<file path="config.mk">
export PLATFORM = sky130hd
export DESIGN_NAME = randomizer_frame_ctrl
export DESIGN_NICKNAME = d
export VERILOG_FILES = /design/src/rtl/randomizer_frame_ctrl_pkg.sv /design/src/rtl/randomizer_frame_ctrl_out_stage.sv /design/src/rtl/randomizer_frame_ctrl.sv
export SDC_FILE = /design/constraint.sdc
export NUM_CORES = 1
export LEC_CHECK = 0
export ABC_AREA = 1
export CELL_PAD_IN_SITES_DETAIL_PLACEMENT = 1
export CELL_PAD_IN_SITES_GLOBAL_PLACEMENT = 2
export CORE_ASPECT_RATIO = 2
export CORE_MARGIN = 2
export CORE_UTILIZATION = 32
export DETAILED_ROUTE_END_ITERATION = 10
export PLACE_DENSITY = 0.89
export REMOVE_ABC_BUFFERS = 1
export SKIP_LAST_GASP = 1
export SYNTH_ARGS = -nofsm -noshare
export SYNTH_HDL_FRONTEND = slang
export SYNTH_SLANG_ARGS = --single-unit
</file>
<file path="constraint.sdc">
create_clock -name clk -period 3.5 [get_ports clk]
set_clock_uncertainty 0.1 [all_clocks]
set_input_delay 0.525 -clock clk [delete_from_list [all_inputs] [get_ports clk]]
set_output_delay 0.525 -clock clk [all_outputs]
set_load 0.005 [all_outputs]
</file>
<file path="src/rtl/randomizer_frame_ctrl_pkg.sv">
// -----------------------------------------------------------------------------
// randomizer_pkg
// Shared definitions for the frame randomizer controller: LFSR length,
// default frame length and the controller state encoding.
// -----------------------------------------------------------------------------
package randomizer_pkg;

    localparam int unsigned RND_LFSR_W    = 15;
    localparam int unsigned RND_FRAME_LEN = 96;

    typedef enum logic [1:0] {
        ST_IDLE  = 2'd0,
        ST_SEED  = 2'd1,
        ST_RUN   = 2'd2,
        ST_DRAIN = 2'd3
    } rnd_state_t;

endpackage

</file>
<file path="src/rtl/randomizer_frame_ctrl_out_stage.sv">
// -----------------------------------------------------------------------------
// rnd_out_stage
// Single-entry output register for the scrambled bit stream. Holds the
// accepted payload bit, its valid flag and the last-bit marker.
// Ports:
//   clk, rst       clock, asynchronous active-high reset
//   i_load         payload bit accepted this cycle
//   i_bit          payload bit to capture
//   i_last         captured bit is the final bit of the frame
//   i_pop          sink accepts the held bit
//   o_hold         held payload bit
//   o_valid        held bit is valid
//   o_last         held bit is the final bit of the frame
// -----------------------------------------------------------------------------
module rnd_out_stage (
    input  logic clk,
    input  logic rst,
    input  logic i_load,
    input  logic i_bit,
    input  logic i_last,
    input  logic i_pop,
    output logic o_hold,
    output logic o_valid,
    output logic o_last
);

    logic r_hold;
    logic r_valid;
    logic r_last;

    // A load wins over a pop so a same-cycle accept refills without a bubble.
    // r_hold is left untouched on pop so the bit stays stable between frames.
    always_ff @(posedge clk or posedge rst) begin
        if (rst) begin
            r_hold  <= 1'b0;
            r_valid <= 1'b0;
            r_last  <= 1'b0;
        end else if (i_load) begin
            r_hold  <= i_bit;
            r_valid <= 1'b1;
            r_last  <= i_last;
        end else if (i_pop) begin
            r_valid <= 1'b0;
            r_last  <= 1'b0;
        end
    end

    assign o_hold  = r_hold;
    assign o_valid = r_valid;
    assign o_last  = r_last;

endmodule

</file>
<file path="src/rtl/randomizer_frame_ctrl.sv">
// -----------------------------------------------------------------------------
// randomizer_frame_ctrl
// Sequences an external 15-bit LFSR randomizer one frame at a time: loads the
// frame seed serially (MSB first), then streams FRAME_LEN payload bits through
// a single-stage valid/ready pipe, XORing each with the registered PRBS bit.
// Optional feature macro: RANDOMIZER_BYPASS_EN (adds 'bypass' input; a bypass
// frame skips seeding, never enables the LFSR and passes payload unscrambled).
// Ports:
//   clk, async_reset          clock, asynchronous active-high reset
//   start, seed               frame start request and seed (sampled in IDLE)
//   bypass                    (RANDOMIZER_BYPASS_EN only) unscrambled frame
//   in_valid, in_bit, in_ready     payload input handshake
//   out_valid, out_bit, out_last, out_ready   scrambled output handshake
//   busy                      controller not idle
//   frame_done                pulse when the final bit is taken by the sink
//   lfsr_enable, lfsr_load, lfsr_data_in, lfsr_data_out   LFSR control/data
// -----------------------------------------------------------------------------
module randomizer_frame_ctrl
    import randomizer_pkg::*;
#(
    parameter int unsigned FRAME_LEN = RND_FRAME_LEN,
    parameter int unsigned LFSR_W    = RND_LFSR_W,
    parameter int unsigned CNT_W     = $clog2(FRAME_LEN + 1)
) (
    input  logic              clk,
    input  logic              async_reset,
    input  logic              start,
    input  logic [LFSR_W-1:0] seed,
`ifdef RANDOMIZER_BYPASS_EN
    input  logic              bypass,
`endif
    input  logic              in_valid,
    input  logic              in_bit,
    output logic              in_ready,
    output logic              out_valid,
    output logic              out_bit,
    output logic              out_last,
    input  logic              out_ready,
    output logic              busy,
    output logic              frame_done,
    output logic              lfsr_enable,
    output logic              lfsr_load,
    output logic              lfsr_data_in,
    input  logic              lfsr_data_out
);

    localparam int unsigned SCNT_W = (LFSR_W > 2) ? $clog2(LFSR_W) : 1;

    rnd_state_t        r_state;
    rnd_state_t        w_state_nxt;
    logic [LFSR_W-1:0] r_seed;
    logic [SCNT_W-1:0] r_seed_cnt;
    logic [CNT_W-1:0]  r_cnt;

    logic w_in_ready;
    logic w_accept;
    logic w_done;
    logic w_lfsr_en;
    logic w_lfsr_load;
    logic w_lfsr_din;
    logic w_seed_last;
    logic w_bit_last;
    logic w_hold;
    logic w_out_valid;
    logic w_out_last;
    logic w_start_bypass;
    logic w_bypass;

`ifdef RANDOMIZER_BYPASS_EN
    logic r_bypass;

    always_ff @(posedge clk or posedge async_reset) begin
        if (async_reset) begin
            r_bypass <= 1'b0;
        end else if (r_state == ST_IDLE && start) begin
            r_bypass <= bypass;
        end
    end

    assign w_start_bypass = bypass;
    assign w_bypass       = r_bypass;
`else
    assign w_start_bypass = 1'b0;
    assign w_bypass       = 1'b0;
`endif

    assign w_seed_last = (r_seed_cnt == SCNT_W'(LFSR_W - 1));
    assign w_bit_last  = (r_cnt == CNT_W'(FRAME_LEN - 1));

    always_comb begin
        w_state_nxt = r_state;
        w_in_ready  = 1'b0;
        w_accept    = 1'b0;
        w_done      = 1'b0;
        w_lfsr_en   = 1'b0;
        w_lfsr_load = 1'b0;
        w_lfsr_din  = 1'b0;
        case (r_state)
            ST_IDLE: begin
                if (start) begin
                    w_state_nxt = w_start_bypass ? ST_RUN : ST_SEED;
                end
            end
            ST_SEED: begin
                w_lfsr_en   = 1'b1;
                w_lfsr_load = 1'b1;
                w_lfsr_din  = r_seed[LFSR_W-1];
                if (w_seed_last) begin
                    w_state_nxt = ST_RUN;
                end
            end
            ST_RUN: begin
                w_in_ready = !w_out_valid || out_ready;
                w_accept   = in_valid && w_in_ready;
                if (w_accept) begin
                    // PRBS advances only on accept so out_bit is frozen while stalled.
                    w_lfsr_en = !w_bypass;
                    if (w_bit_last) begin
                        w_state_nxt = ST_DRAIN;
                    end
                end
            end
            ST_DRAIN: begin
                if (w_out_valid && out_ready) begin
                    w_done      = 1'b1;
                    w_state_nxt = ST_IDLE;
                end
            end
            default: begin
                w_state_nxt = ST_IDLE;
            end
        endcase
    end

    // The seed register shifts left during SEED, so its MSB is always the
    // next serial load bit (seed[LFSR_W-1-k] on SEED cycle k).
    always_ff @(posedge clk or posedge async_reset) begin
        if (async_reset) begin
            r_state    <= ST_IDLE;
            r_seed     <= '0;
            r_seed_cnt <= '0;
            r_cnt      <= '0;
        end else begin
            r_state <= w_state_nxt;
            case (r_state)
                ST_IDLE: begin
                    if (start) begin
                        r_seed <= seed;
                    end
                end
                ST_SEED: begin
                    r_seed     <= {r_seed[LFSR_W-2:0], 1'b0};
                    r_seed_cnt <= w_seed_last ? '0 : r_seed_cnt + 1'b1;
                end
                ST_RUN: begin
                    if (w_accept) begin
                        r_cnt <= r_cnt + 1'b1;
                    end
                end
                ST_DRAIN: begin
                    if (w_done) begin
                        r_cnt <= '0;
                    end
                end
                default: begin
                    r_cnt <= '0;
                end
            endcase
        end
    end

    rnd_out_stage u_out_stage (
        .clk     (clk),
        .rst     (async_reset),
        .i_load  (w_accept),
        .i_bit   (in_bit),
        .i_last  (w_bit_last),
        .i_pop   (out_ready),
        .o_hold  (w_hold),
        .o_valid (w_out_valid),
        .o_last  (w_out_last)
    );

    assign in_ready     = w_in_ready;
    assign out_valid    = w_out_valid;
    assign out_last     = w_out_last;
    assign out_bit      = w_hold ^ (lfsr_data_out & ~w_bypass);
    assign busy         = (r_state != ST_IDLE);
    assign frame_done   = w_done;
    assign lfsr_enable  = w_lfsr_en;
    assign lfsr_load    = w_lfsr_load;
    assign lfsr_data_in = w_lfsr_din;

endmodule

</file>
==> results.yml <==
critical_path:
  reg2regPathDepth: 6
  path_max_fanout: 6
  critical-path-top-delay-family: "buffers and inverters"
  crit_buf_inv: 3
  r2r_setup_slack_ns: 1.23
  crit_chain: "clkdlybuf4s50_1 -> inv_2 -> nand2_2 -> nand3_4 -> a21boi_0 -> clkdlybuf4s50_1"
  worstSetupPathType: "input pin to output port"
  cp_data_arrival_time_ns: 2.07
  critPathMostFrequentCell: "clkdlybuf4s50_1"
  cp-end-kind: "output port"
  slowest_delay_ns: 0.54
  timing.rr.end: "r_seed[12]$_DFFE_PP0P_"
  slowest_stage: "clkdlybuf4s50_1"
  worst_setup_path_start_kind: "input pin"
  r2r_start: "r_state[1]$_DFFE_PP0P_"
  cp.required_ns: 2.87
status:
  outcome: "finished, final reports clean"
clock_network:
  tritoncts: "built"
  clkSinkCount: 31
  cts_buffers: 5
  path_clk_slew_ns: 0.06
  insertion_delay_ns: 0.28
  cts-resized-gates: 0
  cts-htree-levels: 2
  clockRootBuffer: "clkbuf_8"
  hold_buffers: 0
  cts_setup_buffers: 0
  cts.path.max_buffers: 2
synth:
  avgSynthCellArea_um2: 8.08
  synthFlopType: "dfrtp_1"
  yosysMostFrequentCell: "nand2_1"
  async_flop_share_pct: 100
  yosysSeqAreaShare_pct: 46.4
  netlist_top_cells_area: "dfrtp_1 (46%), nand2_1 (15%), a31oi_1 (5.2%), ha_1 (4.5%), nor2_1 (4.5%)"
  synth.cell_area_um2: 1670
  yosysTopAreaCell: "dfrtp_1"
  synth_edf_count: 0
  syn_inst: 207
  synthDistinctLibCells: 25
  ys_ff_latch: 31
  synth_top_area_share_pct: 46.4
  ys_top_cells_by_count: "nand2_1 (67), dfrtp_1 (31), nor2_1 (20), inv_1 (16), a31oi_1 (14)"
  ys.warnings.count: 0
detailed_routing:
  ant_nets: 0
  wl_per_cell_um: 13.0
  dr.pass1.iters: 4
  drt_iter0_markers: 12
  vias: 1471
  wl_mm: 3.88
  drc_errors: 0
  vias_per_cell: 4.92
floorplan:
  die_w_um: 55.1
  die_h_um: 106
  core_area_um2: 5090
  num_io_pins: 31
  start_util_pct: 32.8
  num_rows: 37
  die_area_um2: 5850
pwr:
  power_density_nw_per_um2: 842
  switching_share_pct: 42.9
  seq_power_share_pct: 36.9
  p_clk_share_pct: 15.5
  intPower_mw: 1.01
  power_switching_mw: 0.763
  comb_power_share_pct: 47.6
  peakVddDrop_uv: 495
  power_leakage_nw: 0.984
sta:
  setup_viol: 0
  drv_slew: 0
  hold_ws_ns: 0.407
  worst_slew_pin_slew_ns: 0.952
  period_needed_ns: 2.69
  fmax_mhz: 371
  max-slew-margin-rel_pct: 36.5
  setup_tns_ns: 0
  rsz0062_at_grt: "no"
  finalHoldViolations: 0
  finalCritPeriodShare_pct: 76.9
cells_and_area:
  antenna_cells: 0
  fin_nets: 268
  final_cells: 299
  drive_above_1_share_pct: 9.96
  nFillCells: 641
  areaGrowthSynthToFinish_pct: 26.2
worst_hold_path:
  min_to: "r_cnt[1]$_DFFE_PP0P_"
  hold_start: "r_cnt[1]$_DFFE_PP0P_"
  hp-class: "flip-flop to flip-flop"
  whs_path_depth: 2
run:
  drv_cap: 0
grt:
  antenna_found_initial: 0
  grtUsageTotal_pct: 16.5
  grt_pass1_vias: 1592
  grt_overflow: 0
  grt_pass1_wl_mm: 7.11
  grt_max_degree: 32
placement:
  io_buffers: 30
  dp.cells: 291
  hpwl_mm: 2.97
  gp_congestion: 0.714
-- cells by family after synthesis --
group / count (synthesis) / share of synthesized area, %
AO/OA/AOI/OAI: 31 / 11.4
XOR/XNOR: 5 / 2.62
adder cells (fa/ha/maj): 6 / 4.49
buffers and inverters: 25 / 6.36
flip-flops: 31 / 46.4
AND/OR/NAND/NOR: 109 / 28.7
-- worst register-to-register path, stage by stage (launching register included) --
cell and delay [ns]:
dfrtp_1 0.42, inv_1 0.12, ha_1 0.20, buf_4 0.26, o21a_1 0.81, nor2_1 0.09
a31oi_1 0.18
-- sequential cells by signal, summed over array words and instances (netlist names) --
name	flops
r_seed	15
r_cnt	7
r_seed_cnt	4
r_state	2
u_out_stage.o_hold	1
u_out_stage.o_last	1
u_out_stage.o_valid	1
-- metrics by stage --
stage	setup slack, ns	power (mW)	instance area [um^2]	util (%)
floorplan	1.37	1.22	1640	-
global placement	0.812	1.51	2020	39.8
detailed placement	0.809	1.53	2020	39.8
CTS	0.791	1.81	2110	41.4
global route	0.712	1.97	2110	41.4
finish	0.808	1.78	2110	41.4
-- area by class of cell --
| cell class | count | area, um^2 | area share [%] |
|---|---|---|---|
| flip-flops and latches | 31 | 776 | 36.8 |
| inverters | 19 | 71.3 | 3.38 |
| repair buffers | 32 | 315 | 14.9 |
| well taps | 58 | 72.6 | 3.44 |
| multi-input cells | 151 | 790 | 37.4 |
| clock inverters | 2 | 12.5 | 0.593 |
| clock buffers | 6 | 72.6 | 3.44 |
-- power groups by stage --
stage / Clock (mW) / Combinational, mW / Sequential [mW]
detailed placement: 0 / 0.866 / 0.664
global route: 0.306 / 0.984 / 0.681
finish: 0.275 / 0.846 / 0.655
global placement: 0 / 0.849 / 0.658
CTS: 0.285 / 0.871 / 0.657
floorplan: 0 / 0.595 / 0.625
-- layer usage --
metal  vias to the layer above  global-route usage (%)  routed length [um]
met5                         -                       0                   0
met3                         4                    3.37                  91
met4                         0                    6.79                  61
met2                        21                    29.4                2290
li1                        732                       -                   -
met1                       714                    17.5                1440
-- worst max path at each step --
stage                                start          end  slack, ns  cells past startpoint
floorplan           r_state[1]$_DFFE_PP0P_  lfsr_enable       1.37                      4
global placement                 out_ready  lfsr_enable       0.81                      6
detailed placement               out_ready  lfsr_enable       0.81                      6
CTS                              out_ready  lfsr_enable       0.79                      6
global route                     out_ready  lfsr_enable       0.71                      6
finish                           out_ready  lfsr_enable       0.81                      6
-- cell usage in the layout (no fill, tap or decap), drive strengths merged --
master and instances:
nand2 74, dfrtp 31, clkdlybuf4s50 30, nor2 20, inv 19, a31oi 14, nand3 13, o21ai 8
ha 6, clkbuf 6, xor2 5, a21oi 4, a21boi 2, buf 2, o21a 1, nand4 1
or2 1, o31ai 1, a41oi 1, clkinv 1, clkinvlp 1
Note: power is estimated with default switching activity, not from simulation.
==> RTL change: new RTL, same settings <==
`RND_FRAME_LEN`: 96 -> 48.
--- a/src/rtl/randomizer_frame_ctrl_pkg.sv
+++ b/src/rtl/randomizer_frame_ctrl_pkg.sv
@@ -7,5 +7,5 @@
 
     localparam int unsigned RND_LFSR_W    = 15;
-    localparam int unsigned RND_FRAME_LEN = 96;
+    localparam int unsigned RND_FRAME_LEN = 48;
 
     typedef enum logic [1:0] {
Behaviour: same outputs for any inputs over 10 cycles, from zero or initial values and one cycle with async_reset high; that may be too few to reach the edited logic, so the function may still have changed.
==> RTL change against the original RTL <==
- register-to-register slack worse by 0.03 ns
- core utilization is 1.3 points higher
- wire length shrank 1.2%
- synthesized area down 3.2%
- setup slack gained 0.038 ns
- global-route usage down 0.59 points
- sequential cell count is 1 lower
- design area decreased by 1.4%
- total power is 6.0% higher
==> RTL change: results (changes against the original RTL) <==
{| class="wikitable"
! Metric !! Value
|-
| Vias in the first global route || 1565 (-1.7%)
|-
| Post-CTS repair timing setup buffer count || 0 (unchanged)
|-
| Wire length of the first global-routing pass || 6.78 mm (-4.7%)
|-
| Critical R2R Launch || r_state[1]$_DFFE_PP0P_
|-
| Share of final-layout standard cells stronger than drive strength 1 || 10.2% (+0.21 points)
|-
| Routed len/inst || 13.1 microns (+0.81%)
|-
| Endpoint arrival time on the critical path || 2.03 ns (-0.04 ns)
|-
| Post-synthesis cell type count || 28 (+12%)
|-
| Launch instance of the worst min-delay path || r_seed_cnt[3]$_DFFE_PP0P_
|-
| Crit-path max FO || 5 (-1)
|-
| R2R setup slack || 1.20 ns (-0.03 ns)
|-
| Top post-synthesis cells by count || 64 x sky130_fd_sc_hd__nand2_1, 30 x sky130_fd_sc_hd__dfrtp_1, 18 x sky130_fd_sc_hd__inv_1, 18 x sky130_fd_sc_hd__nor2_1, 14 x sky130_fd_sc_hd__a31oi_1
|-
| Worst slack on hold paths || 0.412 ns (+0.00462 ns)
|-
| Number of standard cells after synthesis || 202 (-2.4%)
|-
| Regs by FF count || r_seed (15), r_cnt (6), r_seed_cnt (4)
|-
| Total Wirelength || 3.83 mm (-1.2%)
|-
| Path category of the worst min-delay check || reg2reg
|-
| H-tree levels || 2 (unchanged)
|-
| Detailed-placement wirelength estimate || 2.87 mm (-3.4%)
|-
| Result of the run || finished clean
|-
| Hold Path Stages || 2 (unchanged)
|-
| Violation count after the first detailed-route iteration || 19 (+7)
|-
| Max-slew headroom at the worst pin || 36.1% (-0.38 points)
|-
| Number of antenna repair diodes || 0 (unchanged)
|-
| Cell types occupying the most area after synthesis || sky130_fd_sc_hd__dfrtp_1 46%, sky130_fd_sc_hd__nand2_1 15%, sky130_fd_sc_hd__a31oi_1 5.4%
|-
| Overall via count from detail_route || 1457 (-0.95%)
|-
| Share of synthesized area occupied by flip-flops and latches || 46.4% (about the same)
|-
| Cell Count Post-Placement || 285 (-2.1%)
|-
| Worst vdd ir || 0.000430 V (-13%)
|-
| Register-to-Register Path Depth || 5 (-1)
|-
| Overall fraction of global-route tracks in use || 15.9% (-0.59 points)
|-
| Largest net degree at the start of global routing || 31 (-3.1%)
|-
| Min-Delay Endpoint || r_seed_cnt[3]$_DFFE_PP0P_
|-
| Initial DRT Pass Iterations || 4 (unchanged)
|-
| Static leakage || 0.000962 uW (-2.2%)
|-
| Layout Nets || 263 (-1.9%)
|-
| Routability congestion estimate from global placement || 0.685 (-4.1%)
|-
| Worst flop-to-flop path endpoint || r_seed[13]$_DFFE_PP0P_
|}
RTL change: cell families after synthesis:
group,Yosys count,synth area share [%]
AND/OR/NAND/NOR,107,28.5
XOR/XNOR,2,1.08
AO/OA/AOI/OAI,31,12.6
flip-flops,30,46.4
adder cells (fa/ha/maj),6,4.64
buffers and inverters,26,6.81
RTL change: layout make-up:
class,instances,area [sq um]
Clock buffer,6,72.6
Sequential cell,30,751
Fill cell,597,2790
Inverter,20,75.1
Tap cell,57,71.3
Multi-Input combinational cell,146,757
Clock inverter,2,37.5
Timing Repair Buffer,32,315
RTL change: routing by layer:
layer	up-vias	global-route usage, %	part of all wire, %
met2	27	29.1	56
met5	-	0	0
met4	0	4.82	1.6
met1	708	16.7	39
li1	717	-	-
met3	5	3.43	3.4
RTL change: worst max-delay path by stage:
stage | endpoint | slack [ns] | cells after the start
after floorplan | lfsr_enable | 1.32 | 4
after global placement | lfsr_enable | 0.91 | 6
after detailed placement | lfsr_enable | 0.83 | 6
after CTS | lfsr_enable | 0.83 | 6
after global routing | lfsr_enable | 0.75 | 6
final | lfsr_enable | 0.85 | 6
RTL change: through the flow:
| stage | area (sq um) | worst slack (ns) |
|---|---|---|
| floorplan | 1580 | 1.32 |
| global placement | 1970 | 0.908 |
| detailed placement | 1970 | 0.831 |
| CTS | 2080 | 0.828 |
| global route | 2080 | 0.750 |
| finish | 2080 | 0.846 |
RTL change: worst max-delay path, delay by kind of cell:
family | cells | cell delay, ns
AND/OR/NAND/NOR | 2 | 0.21
AO/OA/AOI/OAI | 1 | 0.21
buffers and inverters | 3 | 1.08
RTL change: power by group:
part | switching (uW) | total (uW) | internal [uW]
Clock | 134 | 346 | 212
Combinational | 520 | 881 | 361
Sequential | 138 | 656 | 518
